[config.mk]
export PLATFORM = sky130hd
export DESIGN_NAME = fetch_controller
export DESIGN_NICKNAME = d
export VERILOG_FILES = /design/src/rtl/fetch_controller.sv
export SDC_FILE = /design/constraint.sdc
export NUM_CORES = 1
export LEC_CHECK = 0
export ABC_AREA = 0
export BUFFER_PORTS_ARGS = -buffer_cell sky130_fd_sc_hd__buf_2
export CAP_MARGIN = 20
export CORE_MARGIN = 2
export CORE_UTILIZATION = 51
export CTS_BUF_LIST = sky130_fd_sc_hd__clkbuf_8
export DETAILED_ROUTE_END_ITERATION = 10
export HOLD_SLACK_MARGIN = 0.06
export PLACE_DENSITY = 0.83
export SLEW_MARGIN = 20
export SYNTH_ARGS = -nofsm -noshare
export SYNTH_HDL_FRONTEND = slang
export SYNTH_SLANG_ARGS = --single-unit
export TNS_END_PERCENT = 100
[constraint.sdc]
create_clock -name clk -period 2.7 [get_ports clk]
set_clock_uncertainty 0.15 [all_clocks]
set_input_delay 0.54 -clock clk [delete_from_list [all_inputs] [get_ports clk]]
set_output_delay 0.54 -clock clk [all_outputs]
set_load 0.02 [all_outputs]
[src/rtl/fetch_controller.sv]
// Instruction fetch sequencer: walks PC from RESET_PC to PROG_END, honouring stall, branch and halt.
// Latency: one cycle from imem_addr to instr_out/instr_valid; stall holds PC and suppresses instr_valid.
module fetch_controller #(
    parameter logic [7:0] RESET_PC = 8'd0,
    parameter logic [7:0] PC_STEP  = 8'd2,
    parameter logic [7:0] PROG_END = 8'd12
) (
    input  logic       clk,
    input  logic       reset_n,
    input  logic       start,
    input  logic       stall,
    input  logic       branch_taken,
    input  logic [7:0] branch_target,
    input  logic       halt_req,
    output logic [7:0] imem_addr,
    input  logic [7:0] imem_data,
    output logic [7:0] instr_out,
    output logic       instr_valid,
    output logic       busy,
    output logic       halted,
    output logic       fault,
    output logic [7:0] fetch_count
);

    typedef enum logic [2:0] {
        S_IDLE,
        S_FETCH,
        S_HOLD,
        S_HALTED,
        S_FAULT
    } state_t;

    state_t     state_q, state_d;
    logic [7:0] pc_q, pc_d;
    logic [7:0] instr_q, instr_d;
    logic       vld_q, vld_d;
    logic [7:0] cnt_q, cnt_d;

    logic       target_bad;
    logic [8:0] pc_next;

    always_comb begin
        state_d    = state_q;
        pc_d       = pc_q;
        instr_d    = instr_q;
        vld_d      = 1'b0;
        cnt_d      = cnt_q;
        target_bad = branch_target[0] | (branch_target > PROG_END);
        // Nine bits so a step past 8'hFF is seen as a halt rather than a wrap.
        pc_next    = {1'b0, pc_q} + {1'b0, PC_STEP};

        case (state_q)
            S_IDLE, S_HALTED, S_FAULT: begin
                if (start) begin
                    pc_d    = RESET_PC;
                    cnt_d   = 8'd0;
                    state_d = S_FETCH;
                end
            end
            S_FETCH, S_HOLD: begin
                if (halt_req) begin
                    state_d = S_HALTED;
                end else if (branch_taken) begin
                    if (target_bad) begin
                        state_d = S_FAULT;
                    end else begin
                        pc_d    = branch_target;
                        state_d = S_FETCH;
                    end
                end else if (stall) begin
                    state_d = S_HOLD;
                end else if (state_q == S_HOLD) begin
                    // Re-enter FETCH; the held PC is fetched on the following cycle.
                    state_d = S_FETCH;
                end else begin
                    instr_d = imem_data;
                    vld_d   = 1'b1;
                    cnt_d   = (cnt_q == 8'hFF) ? 8'hFF : cnt_q + 8'd1;
                    if (pc_q >= PROG_END || pc_next[8] || pc_next[7:0] > PROG_END) begin
                        state_d = S_HALTED;
                    end else begin
                        pc_d = pc_next[7:0];
                    end
                end
            end
            default: state_d = S_IDLE;
        endcase
    end

    always_ff @(posedge clk or negedge reset_n) begin
        if (!reset_n) begin
            state_q <= S_IDLE;
            pc_q    <= RESET_PC;
            instr_q <= 8'h00;
            vld_q   <= 1'b0;
            cnt_q   <= 8'd0;
        end else begin
            state_q <= state_d;
            pc_q    <= pc_d;
            instr_q <= instr_d;
            vld_q   <= vld_d;
            cnt_q   <= cnt_d;
        end
    end

    assign imem_addr   = pc_q;
    assign instr_out   = instr_q;
    assign instr_valid = vld_q;
    assign busy        = (state_q == S_FETCH) || (state_q == S_HOLD);
    assign halted      = (state_q == S_HALTED);
    assign fault       = (state_q == S_FAULT);
    assign fetch_count = cnt_q;

endmodule

# Word-level counts from Yosys, hierarchy flattened
# Index checks and enable logic that the tools add are counted.
dict set report op_classes {
  add_sub_neg 2
  order_cmp 3
  n_eq_ne 15
  muxes 27
  n_bitwise 5
  reduce_logical 11
}
# op n
set op_table {}
lappend op_table {{two-way mux 8 bit} 12}
lappend op_table {{case mux 8 bit (2 select lines)} 2}
lappend op_table {{two-way mux 3 bit} 7}
lappend op_table {{> comparator 8 x 4 -> 1 bit (second input constant)} 2}
lappend op_table {{!= test 3 bit (second input constant)} 4}
lappend op_table {{!= test 2 bit (second input constant)} 5}
lappend op_table {{adder 8 x 2 -> 9 bit (second input constant)} 1}
lappend op_table {{adder 8 x 1 -> 8 bit (second input constant)} 1}
lappend op_table {{== test 8 bit (second input constant)} 1}
lappend op_table {{>= comparator 8 x 4 -> 1 bit (second input constant)} 1}
lappend op_table {{AND reduction 7 bit} 1}
lappend op_table {{== test 3 x 2 -> 1 bit (second input constant)} 2}
lappend op_table {{!= test 6 bit (second input constant)} 1}
lappend op_table {{case mux 3 bit (2 select lines)} 1}
lappend op_table {{AND reduction 6 bit} 1}
lappend op_table {{two-way mux 1 bit} 5}
lappend op_table {{AND reduction 5 bit} 1}
lappend op_table {{NOT 1 bit} 4}
lappend op_table {{== test 3 x 1 -> 1 bit (second input constant)} 1}
lappend op_table {{== test 3 bit (second input constant)} 1}
lappend op_table {{logical NOT 3 bit} 1}
lappend op_table {{logical OR 1 bit} 3}
lappend op_table {{OR reduction 3 bit} 1}
lappend op_table {{AND reduction 2 bit} 1}
lappend op_table {{other kinds (3)} 3}
dict set report totals {
  regBits 28
  input_bits 22
  out_inout_bits 28
  elab_cells 68
}

# Logic depth before layout (Yosys ltp)
# Gate-level depths: netlist of the first run.
dict set report depth {
  word_depth 9
  depth_mapped 7
  mapped_depth_nobuf 7
}

# Worst setup path after synthesis of the first run
# Ideal clock, no wire load.
dict set report synth_path {
  path_kind {input to register}
  from {input branch_target[6]}
  to {register pc_q[4], in the netlist imem_addr[4]}
  setup_ns 0.120
  arrival_ns 2.079
  required_ns 2.430
  path_slack_ns 0.351
  cell_stages 5
  path_buffers 0
  path_cell_list {or4_1 -> a311o_1 -> a32o_2 -> or2_4 -> and2_2}
}
dict set report synth_via {
  elab_chain_len 4
}
# item line_no
set synth_rtl {}
lappend synth_rtl {{start, declared} 13} ;# input logic [7:0] branch_target,
lappend synth_rtl {{> comparator 8 x 4 -> 1 bit} 48} ;# target_bad = branch_target[0] | (branch_target > PROG_END);
lappend synth_rtl {{OR 1 bit} 48}
lappend synth_rtl {{!= test 3 bit (no line)} -}
lappend synth_rtl {{AND reduction 7 bit (no line)} -}
lappend synth_rtl {{end signal, assigned} 99} ;# pc_q <= pc_d;
lappend synth_rtl {{end, declared} 34} ;# logic [7:0] pc_q, pc_d;
# No other way between the ends.
# A chain may end at the register's enable or synchronous reset.

# Final worst setup path of the first run
dict set report layout_path {
  from {input branch_target[6]}
  to {register pc_q[1], in the netlist imem_addr[1]}
}
# The elaborated chain is that of the path after synthesis.

==> results.md, run 1 <==
- The total track usage is about 23%.
- The number of max-capacitance violations reported is 0.
- Setup repair after global routing left no endpoint under its margin.
- For the worst setup path, the data required time is roughly 2700 ps.
- The final routed DRC violation total is 0.
- The row count is 19.
- The share of synthesized area occupied by flip-flops and latches is approximately half.
- The count of pins over their slew limit is 0.
- Across all register-to-register paths, the minimum setup slack is between 500 and 600 ps.
- The number of hold buffers added after CTS is 0.
- Counting instances in the post-synthesis netlist gives the leading cell types as nand2_1, dfrtp_1, o21ai_0.
- The number of synthesized register bits is 28.
- The combinational family with the most area after synthesis is simple AND/OR/NAND/NOR gates.
- The clock tree from TritonCTS is yes.
- The total clock buffers created by CTS is 3.
- For this run, asynchronously set or reset flops after synthesis account for 100%.
- The number of diodes is 0.
- The number of hold violations in the final report is 0.
- The nature of the critical path startpoint is an input pin.
- The static leakage is roughly 0.92 nW.
- Counting every instance in the synthesized netlist gives ~160.
- The power dissipated by switching net loads is between 0.7 and 0.8 mW.
- The overall power is 1.62 mW.
- The synthesized netlist devotes between 20 and 25% of its cell area to simple gates.
- The clock latency on the worst-skew pair is roughly 270 ps.
- The total overflow reported by the global router is 0.
- The period utilization is roughly 87%.
- The count of buffers from port buffering is a little under 50.
- The detailed router's first-iteration violation count is between 60 and 70.
- The region available for standard cell placement spans 0.00273 sq mm.
- The overall via count from detail_route is between 1000 and 1500.
- The via-per-instance ratio is around 5.8.
- The flip-flop cell with the highest count after synthesis is dfrtp_1.
- In the post-synthesis netlist, the cell with the most instances is nand2_1.
- The multi-input combinational cells in the finished layout cover a total of just over 700 sq um.
- The first global-routing pass estimated 5.86 mm of wire.
- Static timing analysis puts the maximum clock frequency at about 420 MHz.
- The category of the worst setup path capture point is a flip-flop.
- The initial antenna violation count is 0.
- The final weighted congestion in routability-driven placement is ~0.90.
- Summing the areas of all xor and xnor instances in the mapped netlist gives 1.20% of the synthesized area.
- From left edge to right edge, the die measures between 50 and 60 um.
- The number of global-route vias before repair is roughly 1400.
- The buffer levels on the longest clock path is 2.
- The final routed wirelength across all metal layers is around 3.5 mm.
- The die covers roughly 0.0033 sq mm.
- The number of nets handed over by synthesis was 187.
- Setup violations remaining at the end of the flow were counted as 0.
- Yosys printed 0 warnings.
- The share of the synthesized area in compound gates (AO/OA/AOI/OAI) is approximately a fifth.
- The sequential cell fraction of total power is approximately two fifths.
- The number of iterations in the first detailed-routing pass is 4.
- The largest net degree at the start of global routing is 29.
- The post-route netlist has slightly below 30% of its cells at a drive strength greater than 1.
- The post-CTS setup buffer count is 0.
- The HPWL after detailed placement is 2.64 mm.
- The layout has about 220 filler cells.
- The critical path is of the input pin to flip-flop type.
- The cell area after synthesis is ~0.0015 sq mm.
- After synthesis, the cell types taking the most area are dfrtp_1, nand2_1, o21ai_0.
- The post-synthesis adder-cell area fraction is under 10%.
- Measured along the y axis, the die boundary spans ~57 um.
- Of all nets on the critical path, the largest fanout is 7.
- In this run the clock root is driven by a clkbuf_8.
- The number of nets still failing antenna checks after routing is 0.
- The number of distinct library cells after synthesis is 37.
- The flow ran to the end, and the final reports show no timing, DRC or antenna violations.
- The worst setup path startpoint is branch_target[6].
- CTS saw 28 sinks.
- The post-synthesis to final-layout area growth is 20.8%.
- The worst register-to-register path begins at imem_addr[1]$_DFFE_PN0P_.
- The per-cell routed wire length is 14.4 um.
- The clock network is responsible for between 10% and 20% of the overall power.
- The peak supply drop is between 0.0008 and 0.0009 V.
- The internal power is around 0.91 mW.
- The setup TNS after final layout is 0 ps.
- In this run the mean area of a mapped cell was ~9 sq um.
- The final critical-path required period is ~2400 ps.
- The fraction of post-synthesis cell area in the top cell type by area is between 40% and 50%.
- The number of levels in the clock H-tree is 1.
- The fraction of power consumed by combinational cells is between 40% and 50%.
- The mux share of post-synthesis cell area is 0%.
- The number of synthesized flops with an enable pin is 0.
- At the pin with the least slew margin, the transition time is 604 ps.
- The classification of the worst-slack hold path is input pin to asynchronous set/reset pin.
- The post-cts gate resize count is 0.
- The power per cell area is 920 mW/mm^2.
- Across the whole layout, storage elements account for between 700 and 800 sq um.
- The CTS clock-pin slew for the worst setup and hold paths is roughly 90 ps.
- The number of nets at the end of the flow is 237.
- The library cell with the largest summed area after synthesis is dfrtp_1.
- The endpoint arrival time on the critical path is about 2400 ps.
- The switching fraction of total power is between 40% and 50%.
- The worst relative slew slack is about three fifths.
- The effective utilization at floorplan is 53.3%.
- The boundary pin count is 50.
==> registers in the layout, summed over array words and instances, names as in the netlist <==
name         count
imem_addr        8
instr_valid      1
instr_out        8
fetch_count      8
state_q          3
==> path summary, 6_finish.rpt <==
path / end / depth (start not counted)
max: imem_addr[1]$_DFFE_PN0P_ / 6
min: fetch_count[6]$_DFFE_PN0P_ / 1
max reg2reg: imem_addr[1]$_DFFE_PN0P_ / 6
min reg2reg: instr_out[6]$_DFFE_PN0P_ / 2
max in group asynchronous: imem_addr[7]$_DFFE_PN0P_ / 1
min in group clk: instr_out[3]$_DFFE_PN0P_ / 3
==> layout make-up <==
class | count | area share [%]
Tap cell | 31 | 2.20
Clock buffer | 3 | 2.35
Multi-Input combinational cell | 123 | 40.0
Timing Repair Buffer | 50 | 14.4
Sequential cell | 28 | 39.8
Inverter | 6 | 1.28
==> power by group through the flow <==
stage	sequential (mW)	combinational, mW	clock, mW
floorplan	0.715	0.446	0
global placement	0.637	0.724	0
detailed placement	0.642	0.760	0
CTS	0.637	0.763	0.224
global route	0.659	0.840	0.239
finish	0.640	0.765	0.215
==> layout by cell type (no fill, tap or decap) <==
cell,n
buf_2,49
nand2_1,36
dfrtp_1,28
o21ai_0,19
a21oi_1,8
nor2_1,6
inv_1,6
nor3_1,6
and2_2,5
nor2b_1,4
and3_1,3
nand3_1,3
o31ai_1,3
ha_1,3
clkbuf_8,3
xnor2_1,2
and2_1,2
nor3b_1,2
o21a_1,2
o2bb2ai_1,2
a22o_1,2
or4_1,1
a311o_1,1
nor4b_1,1
and2b_1,1
a32o_2,1
nor4_1,1
o31a_1,1
or2_4,1
o211ai_1,1
and3_2,1
o41a_1,1
o311ai_0,1
o41ai_1,1
o21bai_1,1
a32o_1,1
buf_4,1
==> logic make-up after synthesis <==
| logic type | Yosys count |
|---|---|
| simple gates | 73 |
| compound gates | 45 |
| buf+inv | 11 |
| fa+ha+maj | 3 |
| xor+xnor | 2 |
| flops | 28 |
==> per-layer routing <==
layer,vias up,routed length [um],track usage [%]
li1,666,-,-
met5,-,0,0
met2,57,1870,39.8
met4,0,45,7.31
met3,6,206,4.99
met1,673,1360,28.3
==> critical path, cell delays in order <==
cell and delay [ps]:
buf_2 100, or4_1 520, a311o_1 330, a32o_2 310
or2_4 280, o31ai_1 280
==> per-stage QoR <==
step	area (sq um)	hold WS, ps	setup WS, ps	utilization, %	std cells
2_1_floorplan	1460	94.4	351	-	162
3_3_place_gp	1720	304	219	62.9	238
3_5_place_dp	1720	307	70.3	62.9	238
4_1_cts	1760	137	379	64.4	241
5_1_grt	1760	172	345	64.4	241
6_report	1760	121	346	64.4	241
Note: power is estimated with default switching activity, not from simulation.
==> run 2, diff against run 1 <==
Settings changed: CORE_UTILIZATION 51 to 45, PLACE_DENSITY 0.83 to 0.73.
==> results.md, run 2 (same netlist as run 1, synthesis figures left out) <==
- The number of max-capacitance violations reported is 0.
- The post-CTS setup buffer count is 0.
- Once the floorplan was initialized, standard cells occupied 47.4% of the core.
- The total die area is 0.00371 sq mm.
- The upper clock frequency limit is around 440 MHz.
- For this run, the slowest stage of the critical path takes 510 ps.
- For the pin with the worst max-slew slack, the measured transition is between 600 and 700 ps.
- The tree is rooted in a clkbuf_8.
- The overall via count from detail_route is roughly 1400.
- The worst slack at placement is around 140 ps.
- The worst setup margin is 411 ps.
- Across all hold checks on the routed design, the worst slack comes to 125 ps.
- The placement-stage cell area is ~0.0017 sq mm.
- The clock tree from TritonCTS is yes.
- CTS built an H-tree with a depth of 1.
- The kind of critical path is input pin to flip-flop.
- The total placed cells including tap cells is about 250.
- The die is 60.9 um tall.
- After layout, the minimum clock period comes to ~2300 ps.
- The signal on the critical path passes through buf_2, or4_1, a311o_1, a32o_2, or2_4, o31ai_1.
- Post-CTS repair changed the size of 0 cells.
- Compared with the post-synthesis result, the final layout area differs by 23.9%.
- The number of global-route vias before repair was approximately 1300.
- The repair_antennas step left the layout with diodes totalling 0.
- The design draws ~1.7 mW.
- The count of buffers from port buffering is just under 50.
- The core area is 0.00308 sq mm.
- The first detailed-routing pass ran for 6 iterations.
- The number of buffers and inverters on the critical path is 1.
- Once detailed placement completed, the half-perimeter wirelength came to ~2.5 mm.
- After floorplanning, the core was divided into 20 placement rows.
- The number of hold violations in the final report is 0.
- For this run, the share of the core covered by cells in the final layout is between 50 and 60%.
- The power per cell area is roughly 940 mW/mm^2.
- The boundary pin count is 50.
- The summed area of non-filler cells in the final layout is between 0.0015 and 0.002 sq mm.
- The run finished with clean final reports.
- In the global route stage, overall resource usage came out at between 10% and 20%.
- Of all nets on the critical path, the largest fanout is 7.
- In this run, the number of DRC markers left after iteration 0 of detailed routing was 97.
- The count of pins over their slew limit is 0.
- Measured against its own limit, the worst slew margin works out to between 50% and 60%.
- The period utilization is a little over four fifths.
- The die is about 61 um wide.
- STA classifies the critical path startpoint as an input pin.
- The global-route wire length before repair is ~5.5 mm.
- Routability-driven placement finished with a final weighted congestion of around 0.9.
- For this design the static power due to leakage is just over 0.9 nW.
- At the worst endpoint, the arrival time is ~2300 ps.
- After routing, the total negative slack on setup checks comes to 0 ps.
- The final layout contains roughly 240 nets.
- The leading cell type in the layout, fill and taps excluded is buf_2.
- The gate family responsible for the most delay along the worst path is compound AO/OA/AOI/OAI gates.
- In this run, post-CTS hold repair placed 0 buffers.
- Setup repair after global routing left no endpoint under its margin.
- The category of the worst setup path capture point is a flip-flop.
- The peak supply drop is about 0.00071 V.
- The initial antenna violation count was 0.
- The via-per-instance ratio is between 5 and 6.
- The routed design has between 3 and 4 mm of wire.
- The clock latency on the worst-skew pair is between 200 and 300 ps.
- The total overflow reported by the global router is 0.
- Clock tree synthesis inserted a total of 3 buffers.
- Once layout is complete, the cells apart from fillers number 255.
- The classification of the worst-slack hold path is input pin to asynchronous set/reset pin.
- Clock-pin slew was measured on the worst setup and hold paths at 100 ps.
- Data on the critical path is required at its endpoint by between 2000 and 3000 ps.
- The buffer levels on the longest clock path is 2.
- The top cell types in the final layout, fill and taps aside, are buf_2, nand2_1, dfrtp_1.
- The per-cell routed wire length is ~13 um.
- The number of nets still failing antenna checks after routing is 0.
- The clock net in this run drives a total of 28 sinks.
- The final routed DRC violation total is 0.
- Setup violations remaining at the end of the flow were counted as 0.
- The largest net degree at the start of global routing is 29.
- The share of layout cells above drive strength 1 is 29.4%.
- The largest individual stage delay along the critical path comes from the cell or4_1.
[run 2: cell types whose count changed in the layout (fill, tap and decap cells not counted)]
cell,delta
bufinv_16,+1
[run 2: final cells by class]
class                   instances  area, sq um
inverters                       6         22.5
well taps                      44         55.1
repair buffers                 50          253
clock buffers                   3         41.3
clock inverters                 1         30.0
flip-flops and latches         28          701
multi-input cells             123          704
fillers                       276         1270
[run 2: path summary, 6_finish.rpt]
| kind | slack, ps | depth (start not counted) | to | from |
|---|---|---|---|---|
| setup / recovery | 410 | 6 | imem_addr[1]$_DFFE_PN0P_ | branch_target[6] |
| hold / removal | 120 | 1 | fetch_count[1]$_DFFE_PN0P_ | reset_n |
| setup reg to reg | 640 | 6 | imem_addr[1]$_DFFE_PN0P_ | imem_addr[1]$_DFFE_PN0P_ |
| hold reg to reg | 330 | 2 | instr_out[3]$_DFFE_PN0P_ | instr_out[3]$_DFFE_PN0P_ |
| max in group asynchronous | 1870 | 1 | imem_addr[5]$_DFFE_PN0P_ | reset_n |
| min in group clk | 300 | 3 | instr_out[4]$_DFFE_PN0P_ | imem_data[4] |
[run 2: layer usage]
layer  part of all wire [%]  global-route usage (%)  wire length (um)
met4                   0.52                    4.97                17
met3                    4.9                    2.77               159
met1                     46                    28.0              1480
met5                      0                       0                 0
met2                     49                    30.7              1590
[run 2: report_power, final]
part           total, mW  switching, mW  internal, mW  leakage, nW
clock              0.326          0.127         0.198       0.0357
sequential         0.638          0.110         0.528        0.372
combinational      0.738          0.456         0.282        0.522
